`src/rtl/fifo_ctrl_pkg.sv`:
```
// Shared definitions for the FIFO controller: geometry, default thresholds,
// FSM state encodings and the status-flag bundle with its helper function.
package fifo_ctrl_pkg;

  localparam int MEM_LENGTH = 8;
  localparam int ADDR_WIDTH = 4;
  localparam int CNT_WIDTH  = 4;
  localparam int PTR_WIDTH  = $clog2(MEM_LENGTH);

  localparam logic [CNT_WIDTH-1:0] AF_DEFAULT = CNT_WIDTH'(6);
  localparam logic [CNT_WIDTH-1:0] AE_DEFAULT = CNT_WIDTH'(2);
  localparam logic [CNT_WIDTH-1:0] CNT_FULL   = CNT_WIDTH'(MEM_LENGTH);

  localparam logic [2:0] ST_RESET  = 3'd0;
  localparam logic [2:0] ST_INIT   = 3'd1;
  localparam logic [2:0] ST_IDLE   = 3'd2;
  localparam logic [2:0] ST_ACTIVE = 3'd3;
  localparam logic [2:0] ST_ERROR  = 3'd4;

  typedef struct packed {
    logic full;
    logic empty;
    logic almost_full;
    logic almost_empty;
  } status_t;

  localparam status_t STATUS_RESET = '{full: 1'b0, empty: 1'b1,
                                       almost_full: 1'b0, almost_empty: 1'b1};

  function automatic status_t calc_flags(input logic [CNT_WIDTH-1:0] cnt,
                                         input logic [CNT_WIDTH-1:0] af,
                                         input logic [CNT_WIDTH-1:0] ae);
    status_t s;
    s.full         = (cnt == CNT_FULL);
    s.empty        = (cnt == '0);
    s.almost_full  = (cnt >= af);
    s.almost_empty = (cnt <= ae);
    return s;
  endfunction

endpackage

```
`src/rtl/fifo_ctrl_if.sv`:
```
// Requester/memory-side bundle of the FIFO controller.
//   master : requester side (drives init, thresholds, push, pop)
//   slave  : fifo_ctrl side (drives memory strobes/addresses and status)
interface fifo_ctrl_if;
  import fifo_ctrl_pkg::*;

  logic                  init;
  logic [CNT_WIDTH-1:0]  af_thresh_in;
  logic [CNT_WIDTH-1:0]  ae_thresh_in;
  logic                  push;
  logic                  pop;
  logic                  write_enable;
  logic [ADDR_WIDTH-1:0] write_addr;
  logic                  read_enable;
  logic [ADDR_WIDTH-1:0] read_addr;
  logic                  pop_valid;
  logic [CNT_WIDTH-1:0]  count;
  logic                  full;
  logic                  empty;
  logic                  almost_full;
  logic                  almost_empty;
  logic                  fifo_error;
  logic                  idle;

  modport master (
    output init, af_thresh_in, ae_thresh_in, push, pop,
    input  write_enable, write_addr, read_enable, read_addr, pop_valid,
           count, full, empty, almost_full, almost_empty, fifo_error, idle
  );

  modport slave (
    input  init, af_thresh_in, ae_thresh_in, push, pop,
    output write_enable, write_addr, read_enable, read_addr, pop_valid,
           count, full, empty, almost_full, almost_empty, fifo_error, idle
  );

endinterface

```
`src/rtl/fifo_ctrl_ptr.sv`:
```
// Wrapping FIFO pointer. Advances by one on inc_i, returns to 0 on clr_i or
// reset. Wraps naturally because MEM_LENGTH is a power of two.
//   clk, reset_L : clock, synchronous active-low reset
//   clr_i        : synchronous clear (wins over inc_i)
//   inc_i        : advance pointer
//   ptr_o        : current pointer value
module fifo_ctrl_ptr
  import fifo_ctrl_pkg::*;
(
  input  logic                 clk,
  input  logic                 reset_L,
  input  logic                 clr_i,
  input  logic                 inc_i,
  output logic [PTR_WIDTH-1:0] ptr_o
);

  logic [PTR_WIDTH-1:0] ptr_q, ptr_d;

  always_comb begin
    ptr_d = ptr_q;
    if (clr_i)      ptr_d = '0;
    else if (inc_i) ptr_d = ptr_q + PTR_WIDTH'(1);
  end

  always_ff @(posedge clk) begin
    if (!reset_L) ptr_q <= '0;
    else          ptr_q <= ptr_d;
  end

  assign ptr_o = ptr_q;

endmodule

```
`src/rtl/fifo_ctrl.sv`:
```
// Control and addressing for an 8 x 10 dual-port FIFO memory: turns push/pop
// strobes into memory enables/addresses, keeps occupancy and status flags,
// flags overflow/underflow, and holds programmable almost thresholds.
//   clk, reset_L : clock, synchronous active-low reset
//   bus (slave)  : init/thresholds/push/pop in; memory strobes, addresses,
//                  pop_valid, count, flags, fifo_error, idle out
//
// state  | meaning
// RESET  | held in reset, everything cleared
// INIT   | thresholds loaded every cycle, pointers/count/error cleared
// IDLE   | empty and error-free, waiting for a push
// ACTIVE | holds data, push/pop serviced
// ERROR  | overflow/underflow seen; ops blocked until init or reset
module fifo_ctrl
  import fifo_ctrl_pkg::*;
(
  input  logic       clk,
  input  logic       reset_L,
  fifo_ctrl_if.slave bus
);

  logic [2:0]           state_q, state_d;
  logic [CNT_WIDTH-1:0] count_q, count_d;
  logic [CNT_WIDTH-1:0] af_q, af_d, ae_q, ae_d;
  status_t              flags_q, flags_d;
  logic                 err_q, err_d;
  logic                 pop_valid_q;
  logic [PTR_WIDTH-1:0] wr_ptr, rd_ptr;
  logic                 op_en, push_acc, pop_acc, overflow, underflow, ptr_clr;

  // Ops are blocked while init is high so nothing is written into a FIFO
  // that is about to be cleared.
  assign op_en     = reset_L & ~bus.init &
                     ((state_q == ST_IDLE) | (state_q == ST_ACTIVE));
  assign push_acc  = op_en & bus.push & (~flags_q.full | bus.pop);
  assign pop_acc   = op_en & bus.pop & ~flags_q.empty;
  assign overflow  = op_en & bus.push & flags_q.full & ~bus.pop;
  // Push alongside an empty pop is still accepted; only the pop is refused.
  assign underflow = op_en & bus.pop & flags_q.empty;
  assign ptr_clr   = (state_q == ST_INIT) | (state_q == ST_RESET);

  fifo_ctrl_ptr u_wr_ptr (
    .clk    (clk),
    .reset_L(reset_L),
    .clr_i  (ptr_clr),
    .inc_i  (push_acc),
    .ptr_o  (wr_ptr)
  );

  fifo_ctrl_ptr u_rd_ptr (
    .clk    (clk),
    .reset_L(reset_L),
    .clr_i  (ptr_clr),
    .inc_i  (pop_acc),
    .ptr_o  (rd_ptr)
  );

  always_comb begin
    state_d = state_q;
    af_d    = af_q;
    ae_d    = ae_q;
    err_d   = err_q;
    count_d = count_q;
    case ({push_acc, pop_acc})
      2'b10:   count_d = count_q + CNT_WIDTH'(1);
      2'b01:   count_d = count_q - CNT_WIDTH'(1);
      default: count_d = count_q;
    endcase

    case (state_q)
      ST_RESET: begin
        state_d = ST_INIT;
        count_d = '0;
      end
      ST_INIT: begin
        af_d    = bus.af_thresh_in;
        ae_d    = bus.ae_thresh_in;
        count_d = '0;
        err_d   = 1'b0;
        if (!bus.init) state_d = ST_IDLE;
      end
      ST_IDLE, ST_ACTIVE, ST_ERROR: begin
        if (bus.init) begin
          state_d = ST_INIT;
        end else if (overflow | underflow) begin
          state_d = ST_ERROR;
          err_d   = 1'b1;
        end else if ((state_q == ST_IDLE) && push_acc) begin
          state_d = ST_ACTIVE;
        end else if ((state_q == ST_ACTIVE) && (count_d == '0)) begin
          state_d = ST_IDLE;
        end
      end
      default: state_d = ST_RESET;
    endcase

    flags_d = calc_flags(count_d, af_d, ae_d);
  end

  always_ff @(posedge clk) begin
    if (!reset_L) begin
      state_q     <= ST_RESET;
      count_q     <= '0;
      af_q        <= AF_DEFAULT;
      ae_q        <= AE_DEFAULT;
      flags_q     <= STATUS_RESET;
      err_q       <= 1'b0;
      pop_valid_q <= 1'b0;
    end else begin
      state_q     <= state_d;
      count_q     <= count_d;
      af_q        <= af_d;
      ae_q        <= ae_d;
      flags_q     <= flags_d;
      err_q       <= err_d;
      pop_valid_q <= pop_acc;
    end
  end

  assign bus.write_enable = push_acc;
  assign bus.read_enable  = pop_acc;
  assign bus.write_addr   = {{(ADDR_WIDTH-PTR_WIDTH){1'b0}}, wr_ptr};
  assign bus.read_addr    = {{(ADDR_WIDTH-PTR_WIDTH){1'b0}}, rd_ptr};
  assign bus.pop_valid    = pop_valid_q;
  assign bus.count        = count_q;
  assign bus.full         = flags_q.full;
  assign bus.empty        = flags_q.empty;
  assign bus.almost_full  = flags_q.almost_full;
  assign bus.almost_empty = flags_q.almost_empty;
  assign bus.fifo_error   = err_q;
  assign bus.idle         = (state_q == ST_IDLE);

endmodule

```
`src/flat_wrapper.sv`:
```
// flat-port wrapper written by rule: the top's interface ports become plain ports
module fifo_ctrl_flat import fifo_ctrl_pkg::*;
  (clk, reset_L, bus_init, bus_af_thresh_in, bus_ae_thresh_in, bus_push, bus_pop, bus_write_enable, bus_write_addr, bus_read_enable, bus_read_addr, bus_pop_valid, bus_count, bus_full, bus_empty, bus_almost_full, bus_almost_empty, bus_fifo_error, bus_idle);
  fifo_ctrl_if bus_i ();
  input  logic clk;
  input  logic reset_L;
  input wire logic [$bits(bus_i.init)-1:0] bus_init;
  input wire logic [$bits(bus_i.af_thresh_in)-1:0] bus_af_thresh_in;
  input wire logic [$bits(bus_i.ae_thresh_in)-1:0] bus_ae_thresh_in;
  input wire logic [$bits(bus_i.push)-1:0] bus_push;
  input wire logic [$bits(bus_i.pop)-1:0] bus_pop;
  output wire logic [$bits(bus_i.write_enable)-1:0] bus_write_enable;
  output wire logic [$bits(bus_i.write_addr)-1:0] bus_write_addr;
  output wire logic [$bits(bus_i.read_enable)-1:0] bus_read_enable;
  output wire logic [$bits(bus_i.read_addr)-1:0] bus_read_addr;
  output wire logic [$bits(bus_i.pop_valid)-1:0] bus_pop_valid;
  output wire logic [$bits(bus_i.count)-1:0] bus_count;
  output wire logic [$bits(bus_i.full)-1:0] bus_full;
  output wire logic [$bits(bus_i.empty)-1:0] bus_empty;
  output wire logic [$bits(bus_i.almost_full)-1:0] bus_almost_full;
  output wire logic [$bits(bus_i.almost_empty)-1:0] bus_almost_empty;
  output wire logic [$bits(bus_i.fifo_error)-1:0] bus_fifo_error;
  output wire logic [$bits(bus_i.idle)-1:0] bus_idle;
  assign bus_i.init = bus_init;
  assign bus_i.af_thresh_in = bus_af_thresh_in;
  assign bus_i.ae_thresh_in = bus_ae_thresh_in;
  assign bus_i.push = bus_push;
  assign bus_i.pop = bus_pop;
  assign bus_write_enable = bus_i.write_enable;
  assign bus_write_addr = bus_i.write_addr;
  assign bus_read_enable = bus_i.read_enable;
  assign bus_read_addr = bus_i.read_addr;
  assign bus_pop_valid = bus_i.pop_valid;
  assign bus_count = bus_i.count;
  assign bus_full = bus_i.full;
  assign bus_empty = bus_i.empty;
  assign bus_almost_full = bus_i.almost_full;
  assign bus_almost_empty = bus_i.almost_empty;
  assign bus_fifo_error = bus_i.fifo_error;
  assign bus_idle = bus_i.idle;
  fifo_ctrl u_core (.clk(clk), .reset_L(reset_L), .bus(bus_i));
endmodule
```
`config.mk`:
```
export PLATFORM = sky130hd
export DESIGN_NAME = fifo_ctrl_flat
export DESIGN_NICKNAME = d
export VERILOG_FILES = /design/src/rtl/fifo_ctrl_pkg.sv /design/src/rtl/fifo_ctrl_if.sv /design/src/rtl/fifo_ctrl_ptr.sv /design/src/rtl/fifo_ctrl.sv /design/src/flat_wrapper.sv
export SDC_FILE = /design/constraint.sdc
export NUM_CORES = 1
export LEC_CHECK = 0
export BUFFER_PORTS_ARGS = -buffer_cell sky130_fd_sc_hd__buf_2
export CAP_MARGIN = 20
export CORE_MARGIN = 8
export CORE_UTILIZATION = 54
export DETAILED_ROUTE_END_ITERATION = 10
export MAX_ROUTING_LAYER = met4
export PLACE_DENSITY = 0.76
export SLEW_MARGIN = 5
export SYNTH_ARGS = -nofsm -noshare
export SYNTH_HDL_FRONTEND = slang
export SYNTH_SLANG_ARGS = --single-unit
```
`constraint.sdc`:
```
create_clock -name clk -period 4.6 [get_ports clk]
set_input_delay 0.92 -clock clk [delete_from_list [all_inputs] [get_ports clk]]
set_output_delay 0.92 -clock clk [all_outputs]
set_load 0.02 [all_outputs]
```
Word-level counts from Yosys, hierarchy flattened
Cells that the tools add are included.
{ "word_totals": {"regBits": 27, "inputBits": 13} }
{ "op_classes": {"addsub": 4, "magnitude_cmp": 2, "n_eq_ne": 11, "mux": 13, "bitwise": 18, "n_reduce_logical": 11} }
{ "ops": {"columns": ["operator", "n"], "rows": [
  ["$mux 3", 5],
  ["$mux 4", 3],
  ["$and 1x1->1", 9],
  ["$pmux 3 s3", 1],
  ["$logic_not 4->1", 2],
  ["$pmux 4 s2", 1],
  ["$add 3x1->3 const B", 2],
  ["$eq 3x2->1 const B", 2],
  ["$ne 5x2->1 const B", 1],
  ["$not 1->1", 5],
  ["$add 4x1->4 const B", 1],
  ["$eq 4x4->1 const B", 1],
  ["$ge 4x4->1", 1],
  ["$le 4x4->1", 1],
  ["$ne 2x2->1 const B", 2],
  ["$or 1x1->1", 4],
  ["$reduce_or 2->1", 2],
  ["$sub 4x1->4 const B", 1],
  ["$eq 3x1->1 const B", 1],
  ["$eq 3x3->1 const B", 1],
  ["$logic_not 3->1", 1],
  ["$reduce_and 3->1", 1],
  ["$reduce_or 3->1", 1],
  ["$eq 2x1->1 const B", 1],
  ["7 further kinds", 9]
]} }

Depth between registers and ports, before layout
Gate-level depths: netlist of the first run.
{ "logic_depth": {"depth_word": 14, "ltp_mapped": 15, "mapped_depth_nobuf": 13} }

Modules after synthesis
From an unflattened synthesis of the first run, not the netlist that was laid out.
{ "hier_totals": {"cells_unflattened": 161, "area_unflattened_um2": 1515.2} }
{ "by_module_without_submodules": {"columns": ["mod", "n_inst", "cells_per_inst", "area_per_inst_um2"], "rows": [
  ["fifo_ctrl", 1, 137, 1260.0],
  ["fifo_ctrl_ptr", 2, 12, 127.6]
]} }

Worst setup path before layout of the first run
No wires, ideal clock.
{ "synth_path": {"path_kind": "input port to flip-flop", "from": "input port bus_init", "to": "register u_core.flags_q, in the netlist u_core.bus.almost_empty", "setup_ns": 0.079, "arrival_ns": 3.757, "path_slack_ns": 0.765, "cell_stages": 15, "path_buffers": 2, "cell_sequence": "buf_6 > nand3b_1 > nor3_2 > inv_1 > ha_1 > clkbuf_1 > a211o_1 > nor4_1 > o21ai_0 > and2b_1 > nor2_1 > ha_1 > o21a_1 > o21a_1 > o211ai_1"} }
{ "synth_via": {"elab_chain_len": 9, "word_cells_on_any_way": 12, "classes_between": "1 x order compare; 2 x eq/ne; 2 x mux; 7 x bitwise"} }
{ "synth_rtl": {"columns": ["element", "line", "source"], "rows": [
  ["from (decl)", "flat_wrapper.sv:7", "input wire logic [$bits(bus_i.init)-1:0] bus_init;"],
  ["$not 1->1 (*)", "fifo_ctrl.sv:33", "assign op_en = reset_L & ~bus.init &"],
  ["$and 1x1->1 (*) (2 in series)", "fifo_ctrl.sv:33", null],
  ["$and 1x1->1 (*) (2 in series)", "fifo_ctrl.sv:35", "assign push_acc = op_en & bus.push & (~flags_q.full | bus.pop);"],
  ["via bus_write_enable", "flat_wrapper.sv:12", "output wire logic [$bits(bus_i.write_enable)-1:0] bus_write_enable;"],
  ["$eq 2x1->1 / $eq 2x2->1 (equally long branches)", "fifo_ctrl.sv:64", "case ({push_acc, pop_acc})"],
  ["$pmux 4 s2 (*)", "fifo_ctrl.sv:64", null],
  ["$mux 4 (*)", "fifo_ctrl.sv:70", "case (state_q)"],
  ["via u_core.count_d[2]", "fifo_ctrl.sv:23", "logic [CNT_WIDTH-1:0] count_q, count_d;"],
  ["$le 4x4->1 (*)", "fifo_ctrl_pkg.sv:37", "s.almost_empty = (cnt <= ae);"],
  ["to (signal assigned)", "fifo_ctrl.sv:114", "flags_q <= flags_d;"],
  ["to (decl)", "fifo_ctrl.sv:25", "status_t flags_q, flags_d;"]
]} }
The timed path passes the listed nets; every way through them passes the cells marked *.
A chain may end at the register's enable or synchronous reset.

Worst setup path after layout of the first run
{ "layout_path": {"from": "input port reset_L", "to": "register u_core.flags_q, in the netlist u_core.bus.almost_empty"} }
{ "layout_via": {"elab_chain_len": 8, "word_cells_on_any_way": 11, "classes_between": "1 x order compare; 2 x eq/ne; 2 x mux; 6 x bitwise"} }
{ "layout_rtl": {"columns": ["element", "line", "source"], "rows": [
  ["from (decl)", "flat_wrapper.sv:6", "input logic reset_L;"],
  ["$and 1x1->1 (*) (2 in series)", "fifo_ctrl.sv:33", null],
  ["$and 1x1->1 (on tied branches) (2 in series)", "fifo_ctrl.sv:36, fifo_ctrl.sv:35", null],
  ["$eq 2x1->1 / $eq 2x2->1 (equally long branches)", "fifo_ctrl.sv:64", null],
  ["$pmux 4 s2 (*)", "fifo_ctrl.sv:64", null],
  ["$mux 4 (*)", "fifo_ctrl.sv:70", null],
  ["via u_core.count_d[2]", "fifo_ctrl.sv:23", null],
  ["$le 4x4->1 (*)", "fifo_ctrl_pkg.sv:37", null]
]} }
Marked as above.

==> flow_metrics.env, run 1 <==
export IMPL_fin_skew_ns=0.00263
export IMPL_post_route_period_util_pct=82.9
export IMPL_crit_required_ns=4.86
export IMPL_ctsResizeCount=0
export IMPL_p_clk_share_pct=25.1
export IMPL_cts_tree="built"
export IMPL_synth_area_um2=1580
export IMPL_drt_iter0_markers=117
export IMPL_dr_pass1_iters=4
export IMPL_totalWireLength_um=3520
export IMPL_num_vias=1334
export IMPL_fmax_ghz=0.262
export IMPL_start_util_pct=56.9
export IMPL_power_switching_uw=107
export IMPL_cts_sinks=27
export IMPL_power_density_nw_per_um2=234
export IMPL_wl_per_cell_um=15.5
export IMPL_cts_buffers=3
export IMPL_h_tree_depth=1
export IMPL_slowest_delay_ns=0.41
export IMPL_ys_seq_area_share_pct=34.2
export IMPL_critical_path_buf_inv_count=2
export IMPL_post_cts_repair_setup_buffers=0
export IMPL_cp_max_fo=20
export IMPL_io_pins=34
export IMPL_die_w_um=70.1
export IMPL_synthCells=170
export IMPL_worstSetupEndpointType="flop"
export IMPL_seqPwrFrac_pct=60.1
export IMPL_power_frac_comb_pct=14.9
export IMPL_tightestPinTransition_ns=0.515
export IMPL_hold_violations=0
export IMPL_gp_congestion=0.847
export IMPL_swShare_pct=26.2
export IMPL_dp_hpwl_um=2730
export IMPL_finalSetupTns_ns=0
export IMPL_row_count=19
export IMPL_antennaDiodeCount=0
export IMPL_synth_edf_count=0
export IMPL_path_cells="buf_2 > nand3b_1 > nor3_2 > inv_1 > ha_1 > a211o_1 > nor4_1 > o21ai_0 > and2b_1 > nor2_1 > ha_1 > o21a_1 > o21a_1 > o211ai_1"
export IMPL_cp_data_arrival_time_ns=4.07
export IMPL_cpLargestDelayFamily="simple AND/OR/NAND/NOR gates"
export IMPL_path_class="input pin to flop"
export IMPL_fin_crit_ns=3.81
export IMPL_clock_path_buffers=2
export IMPL_final_cell_mix="31 x buf_2, 27 x dfxtp_1, 20 x nor2_1, 12 x ha_1, 10 x mux2i_1"
export IMPL_area_growth_pct=10.5
export IMPL_p_int_uw=302
export IMPL_viasPerCell=5.85
export IMPL_antenna_left=0
export IMPL_drv_slew=0
export IMPL_grt_max_degree=21
export IMPL_rsz0062_at_grt="false"
export IMPL_dieArea_um2=4920
export IMPL_grt_pass1_wl_um=6140
export IMPL_grt_pass1_vias=1362
export IMPL_fin_nets=223
export IMPL_ys_warn_count=0
export IMPL_postCtsHoldBufs=0
export IMPL_synthDistinctLibCells=53
export IMPL_critPathLaunchType="input pin"
export IMPL_avgSynthCellArea_um2=9.30
export IMPL_setup_viol=0
export IMPL_p_total_uw=409
export IMPL_final_common_cell="buf_2"
export IMPL_layout_drive_gt1_share_pct=23.4
export IMPL_relSlewSlack_pct=65.6
export IMPL_hold_class="flop to flop"
export IMPL_synth_async_reset_ratio_pct=0
export IMPL_cts_reportedPaths_clkPinSlew_ns=0.14
export IMPL_grtUsageTotal_pct=15.2
export IMPL_root_buffer="clkbuf_4"
export IMPL_p_leak_nw=0.743
export IMPL_crit_path_top_delay_cell="nor3_2"
export IMPL_status="finished clean"
export IMPL_grt_overflow_total=0
export IMPL_drc=0
export IMPL_drv_cap=0
export IMPL_portBuffers=31
export IMPL_die_h_um=70.1
export IMPL_clk_latency_ns=0.33
export IMPL_synth_ff_type="dfxtp_1"
export IMPL_synth_seq_cells=27
export IMPL_peakVddDrop_mv=0.219
export IMPL_grt_antenna_before_repair=0
export IMPL_coreArea_um2=2780
==> cell usage after synthesis (2+ instances only) <==
cell,number,share of area (%)
inv_1,6,1.4
mux2i_1,10,6.3
xnor2_1,3,1.7
nor3_1,5,1.6
mux2_2,2,1.4
ha_1,12,9.5
nand2b_1,5,2.0
and2_1,3,1.2
nor2_1,20,4.7
a21o_1,3,1.4
buf_2,2,0.63
nand2_1,8,1.9
nand3b_1,2,0.95
and3b_1,2,1.1
a21oi_1,6,1.9
dfxtp_1,27,34
xor2_1,2,1.1
nor2b_1,8,3.2
buf_4,3,1.4
o21a_1,2,0.95
clkbuf_1,3,0.71
buf_6,2,1.4
nor3b_1,2,0.95
o21ai_0,3,0.95
==> power by group through the flow <==
stage | clock network (mW) | registers [mW] | logic, mW
2_1_floorplan | 0 | 0.249 | 0.0481
3_3_place_gp | 0 | 0.250 | 0.0584
3_5_place_dp | 0 | 0.251 | 0.0607
4_1_cts | 0.107 | 0.246 | 0.0611
5_1_grt | 0.115 | 0.246 | 0.0684
6_report | 0.102 | 0.245 | 0.0607
==> kinds of logic after synthesis <==
| group | after synthesis | share of synthesized area (%) |
|---|---|---|
| simple gates | 68 | 25.7 |
| xor+xnor | 5 | 2.77 |
| mux | 13 | 8.47 |
| other cells | 1 | 0.237 |
| buf+inv | 16 | 5.62 |
| fa+ha+maj | 12 | 9.49 |
| flops | 27 | 34.2 |
| compound gates | 28 | 13.5 |
==> flip-flops by register name (all words and copies together) (netlist names), 3 cells and up <==
signal / cells
u_core.bus.count: 4
u_core.state_q: 3
u_core.u_wr_ptr.ptr_o: 3
u_core.ae_q: 4
u_core.u_rd_ptr.ptr_o: 3
u_core.af_q: 4
==> final timing paths <==
check	slack, ns	cells past startpoint	from	end
hold / removal	0.51	2	u_core.bus.fifo_error$_SDFFE_PN0P_	u_core.bus.fifo_error$_SDFFE_PN0P_
hold reg to reg	0.51	2	u_core.bus.fifo_error$_SDFFE_PN0P_	u_core.bus.fifo_error$_SDFFE_PN0P_
setup reg to reg	0.93	13	u_core.state_q[1]$_SDFFE_PN0P_	u_core.bus.almost_empty$_SDFF_PN1_
setup / recovery	0.79	14	reset_L	u_core.bus.almost_empty$_SDFF_PN1_
==> per-layer routing <==
layer  vias to the layer above  wire [µm]  track usage (%)
li1                        652          -                -
met1                       629       1540             17.2
met2                        46       1760             25.6
met3                         7        163             2.97
met4                         0         68             6.03
met5                         -          0                -
==> through the flow <==
step	area (µm²)	instances	setup slack, ns	hold WS [ns]	util (%)
after global routing	1750	228	0.574	0.551	62.8
after floorplan	1590	171	0.765	0.445	-
final	1750	228	0.788	0.507	62.8
after CTS	1750	228	0.827	0.513	62.8
after detailed placement	1720	224	0.476	0.478	61.9
after global placement	1720	224	0.726	0.473	61.9
==> worst reg2reg max path: stages (launching register included) <==
cell      delay, ns
dfxtp_1        0.65
nand2b_1       0.26
nor3_2         0.42
inv_1          0.09
ha_1           0.40
a211o_1        0.25
nor4_1         0.30
o21ai_0        0.18
and2b_1        0.20
nor2_1         0.15
ha_1           0.27
o21a_1         0.11
o21a_1         0.16
o211ai_1       0.16
==> area by class of cell <==
class,instances,area [µm²]
Fill cell,238,1030
Sequential cell,27,541
Timing Repair Buffer,32,163
Multi-Input combinational cell,128,956
Clock inverter,1,5.00
Inverter,6,22.5
Tap cell,31,38.8
Clock buffer,3,22.5
Power figures use the tool's default switching activity.
==> inputs of run 2 (changes only) <==
==> constraint.sdc (replaced) <==
create_clock -name clk -period 3.6 [get_ports clk]
set_input_delay 0.72 -clock clk [delete_from_list [all_inputs] [get_ports clk]]
set_output_delay 0.72 -clock clk [all_outputs]
set_load 0.02 [all_outputs]
==> run 2 against run 1 <==
Effect of this change: die area stayed put; register-to-register slack got worse by 0.60 ns; wire length down 5.9%; largest cell class unchanged; clock-buffer cell count rose by 1; final cell count grew 1.3%; setup slack worse by 0.46 ns; core utilization is 0.99 points higher.
==> flow_metrics.env, run 2 (same netlist as run 1, synthesis figures left out) <==
export IMPL_post_route_period_util_pct=90.8
export IMPL_ctsResizeCount=0
export IMPL_cts_tree="built"
export IMPL_top_layer="met4"
export IMPL_clock_path_buffers=2
export IMPL_setup_viol=0
export IMPL_relSlewSlack_pct=66.7
export IMPL_worst_hold_path_endpoint="u_core.af_q[1]$_SDFF_PN1_"
export IMPL_drt_iter0_markers=88
export IMPL_crit_path_top_delay_cell="dfxtp_1"
export IMPL_cp_max_fo=11
export IMPL_fin_crit_ns=3.27
export IMPL_dr_pass1_iters=4
export IMPL_layout_drive_gt1_share_pct=24.0
export IMPL_worstSetupEndpointType="flop"
export IMPL_crit_required_ns=3.85
export IMPL_h_tree_depth=1
export IMPL_min_path_cells=2
export IMPL_dp_hpwl_um=2580
export IMPL_totalWireLength_um=3320
export IMPL_drc=0
export IMPL_clk_latency_ns=0.32
export IMPL_dr_wl_met3_um=170
export IMPL_portBuffers=31
export IMPL_critPathLaunchType="flop"
export IMPL_finalSetupTns_ns=0
export IMPL_gp_congestion=0.894
export IMPL_antenna_left=0
export IMPL_ff2ff_path_depth=13
export IMPL_grtUsageTotal_pct=14.0
export IMPL_status="finished clean"
export IMPL_cts_sinks=27
export IMPL_fmax_ghz=0.306
export IMPL_grt_antenna_before_repair=0
export IMPL_num_vias=1306
export IMPL_row_count=19
export IMPL_cpLargestDelayFamily="simple AND/OR/NAND/NOR gates"
export IMPL_utilization_pct=63.8
export IMPL_num_fill_cells=250
export IMPL_cp_data_arrival_time_ns=3.52
export IMPL_dieArea_um2=4920
export IMPL_start_util_pct=56.9
export IMPL_postCtsHoldBufs=0
export IMPL_worstHoldStart="u_core.af_q[1]$_SDFF_PN1_"
export IMPL_area_growth_pct=12.3
export IMPL_met2_length_um=1530
export IMPL_hold_class="flop to flop"
export IMPL_final_cell_mix="31 x buf_2, 27 x dfxtp_1, 20 x nor2_1, 12 x ha_1, 10 x mux2i_1"
export IMPL_critical_path_buf_inv_count=1
export IMPL_antennaDiodeCount=0
export IMPL_post_cts_repair_setup_buffers=0
export IMPL_grt_pass1_vias=1368
export IMPL_root_buffer="clkbuf_4"
export IMPL_r2r_slack_ns=0.33
export IMPL_fin_nets=226
export IMPL_cts_buffers=3
export IMPL_die_h_um=70.1
export IMPL_drv_cap=0
export IMPL_io_pins=34
export IMPL_wl_per_cell_um=14.4
export IMPL_path_class="flop to flop"
export IMPL_drv_slew=0
export IMPL_coreArea_um2=2780
export IMPL_hold_violations=0
export IMPL_r2r_start="u_core.state_q[1]$_SDFFE_PN0P_"
export IMPL_grt_max_degree=18
export IMPL_rsz0062_at_grt="false"
export IMPL_die_w_um=70.1
export IMPL_grt_overflow_total=0
export IMPL_power_density_nw_per_um2=294
export IMPL_peakVddDrop_mv=0.279
export IMPL_viasPerCell=5.65
export IMPL_final_common_cell="buf_2"
export IMPL_wl_met1_um=1590
export IMPL_tightestPinTransition_ns=0.498
export IMPL_reg2reg_to="u_core.bus.almost_empty$_SDFF_PN1_"
export IMPL_cts_reportedPaths_clkPinSlew_ns=0.13
export IMPL_slowest_delay_ns=0.65
export IMPL_fin_skew_ns=0.00399
export IMPL_path_cells="nand2b_1 > nor3_4 > inv_1 > ha_1 > a211o_1 > nor4_1 > o21ai_0 > and2b_1 > nor2_1 > ha_1 > o21a_1 > o21a_1 > o211ai_1"
export IMPL_p_leak_nw=0.758
export IMPL_grt_pass1_wl_um=5790
run 2: where the power goes:
| part | internal (mW) | leakage, nW | total, mW | switching (mW) |
|---|---|---|---|---|
| clock network | 0.0433 | 0.0150 | 0.128 | 0.0846 |
| logic | 0.0369 | 0.523 | 0.0797 | 0.0428 |
| registers | 0.308 | 0.219 | 0.314 | 0.00546 |
| total | 0.388 | 0.758 | 0.521 | 0.133 |
run 2: stage by stage:
step,worst slack [ns],instance area (µm²),instances,power [mW],hold WS [ns]
CTS,0.330,1780,231,0.526,0.506
global route,0.0583,1780,231,0.544,0.537
finish,0.329,1780,231,0.521,0.501
detailed placement,0.165,1750,227,0.399,0.473
global placement,0.209,1750,227,0.395,0.466
floorplan,0.0789,1590,171,0.380,0.445
run 2: worst register-to-register path, stage by stage, from the launching register on:
cell and delay, ns:
dfxtp_1 0.65, nand2b_1 0.30, nor3_4 0.23, inv_1 0.06, ha_1 0.34, a211o_1 0.24
nor4_1 0.23, o21ai_0 0.14, and2b_1 0.19, nor2_1 0.14, ha_1 0.27, o21a_1 0.11
o21a_1 0.16, o211ai_1 0.14
run 2: layer usage:
layer | vias up | track usage [%]
li1 | 657 | -
met1 | 610 | 15.7
met2 | 35 | 23.8
met3 | 4 | 3.67
met4 | 0 | 4.46
met5 | - | -
run 2: how the worst max path moves through the flow:
stage	start	to	slack, ns	depth (start not counted)
6_report	u_core.state_q[1]$_SDFFE_PN0P_	u_core.bus.almost_empty$_SDFF_PN1_	0.33	13
4_1_cts	u_core.state_q[1]$_SDFFE_PN0P_	u_core.bus.almost_empty$_SDFF_PN1_	0.33	13
5_1_grt	u_core.state_q[1]$_SDFFE_PN0P_	u_core.bus.almost_empty$_SDFF_PN1_	0.06	13
3_3_place_gp	bus_init	u_core.bus.almost_empty$_SDFF_PN1_	0.21	14
3_5_place_dp	bus_init	u_core.bus.almost_empty$_SDFF_PN1_	0.17	14
2_1_floorplan	bus_init	u_core.bus.almost_empty$_SDFF_PN1_	0.08	15
run 2: area by class of cell:
type / count / area, µm² / share of cell area [%]
multi-input combinational: 128 / 962 / 54.2
sequential: 27 / 541 / 30.4
timing repair buffer: 35 / 185 / 10.4
tap: 31 / 38.8 / 2.18
clock buffer: 4 / 26.3 / 1.48
inverter: 6 / 22.5 / 1.27
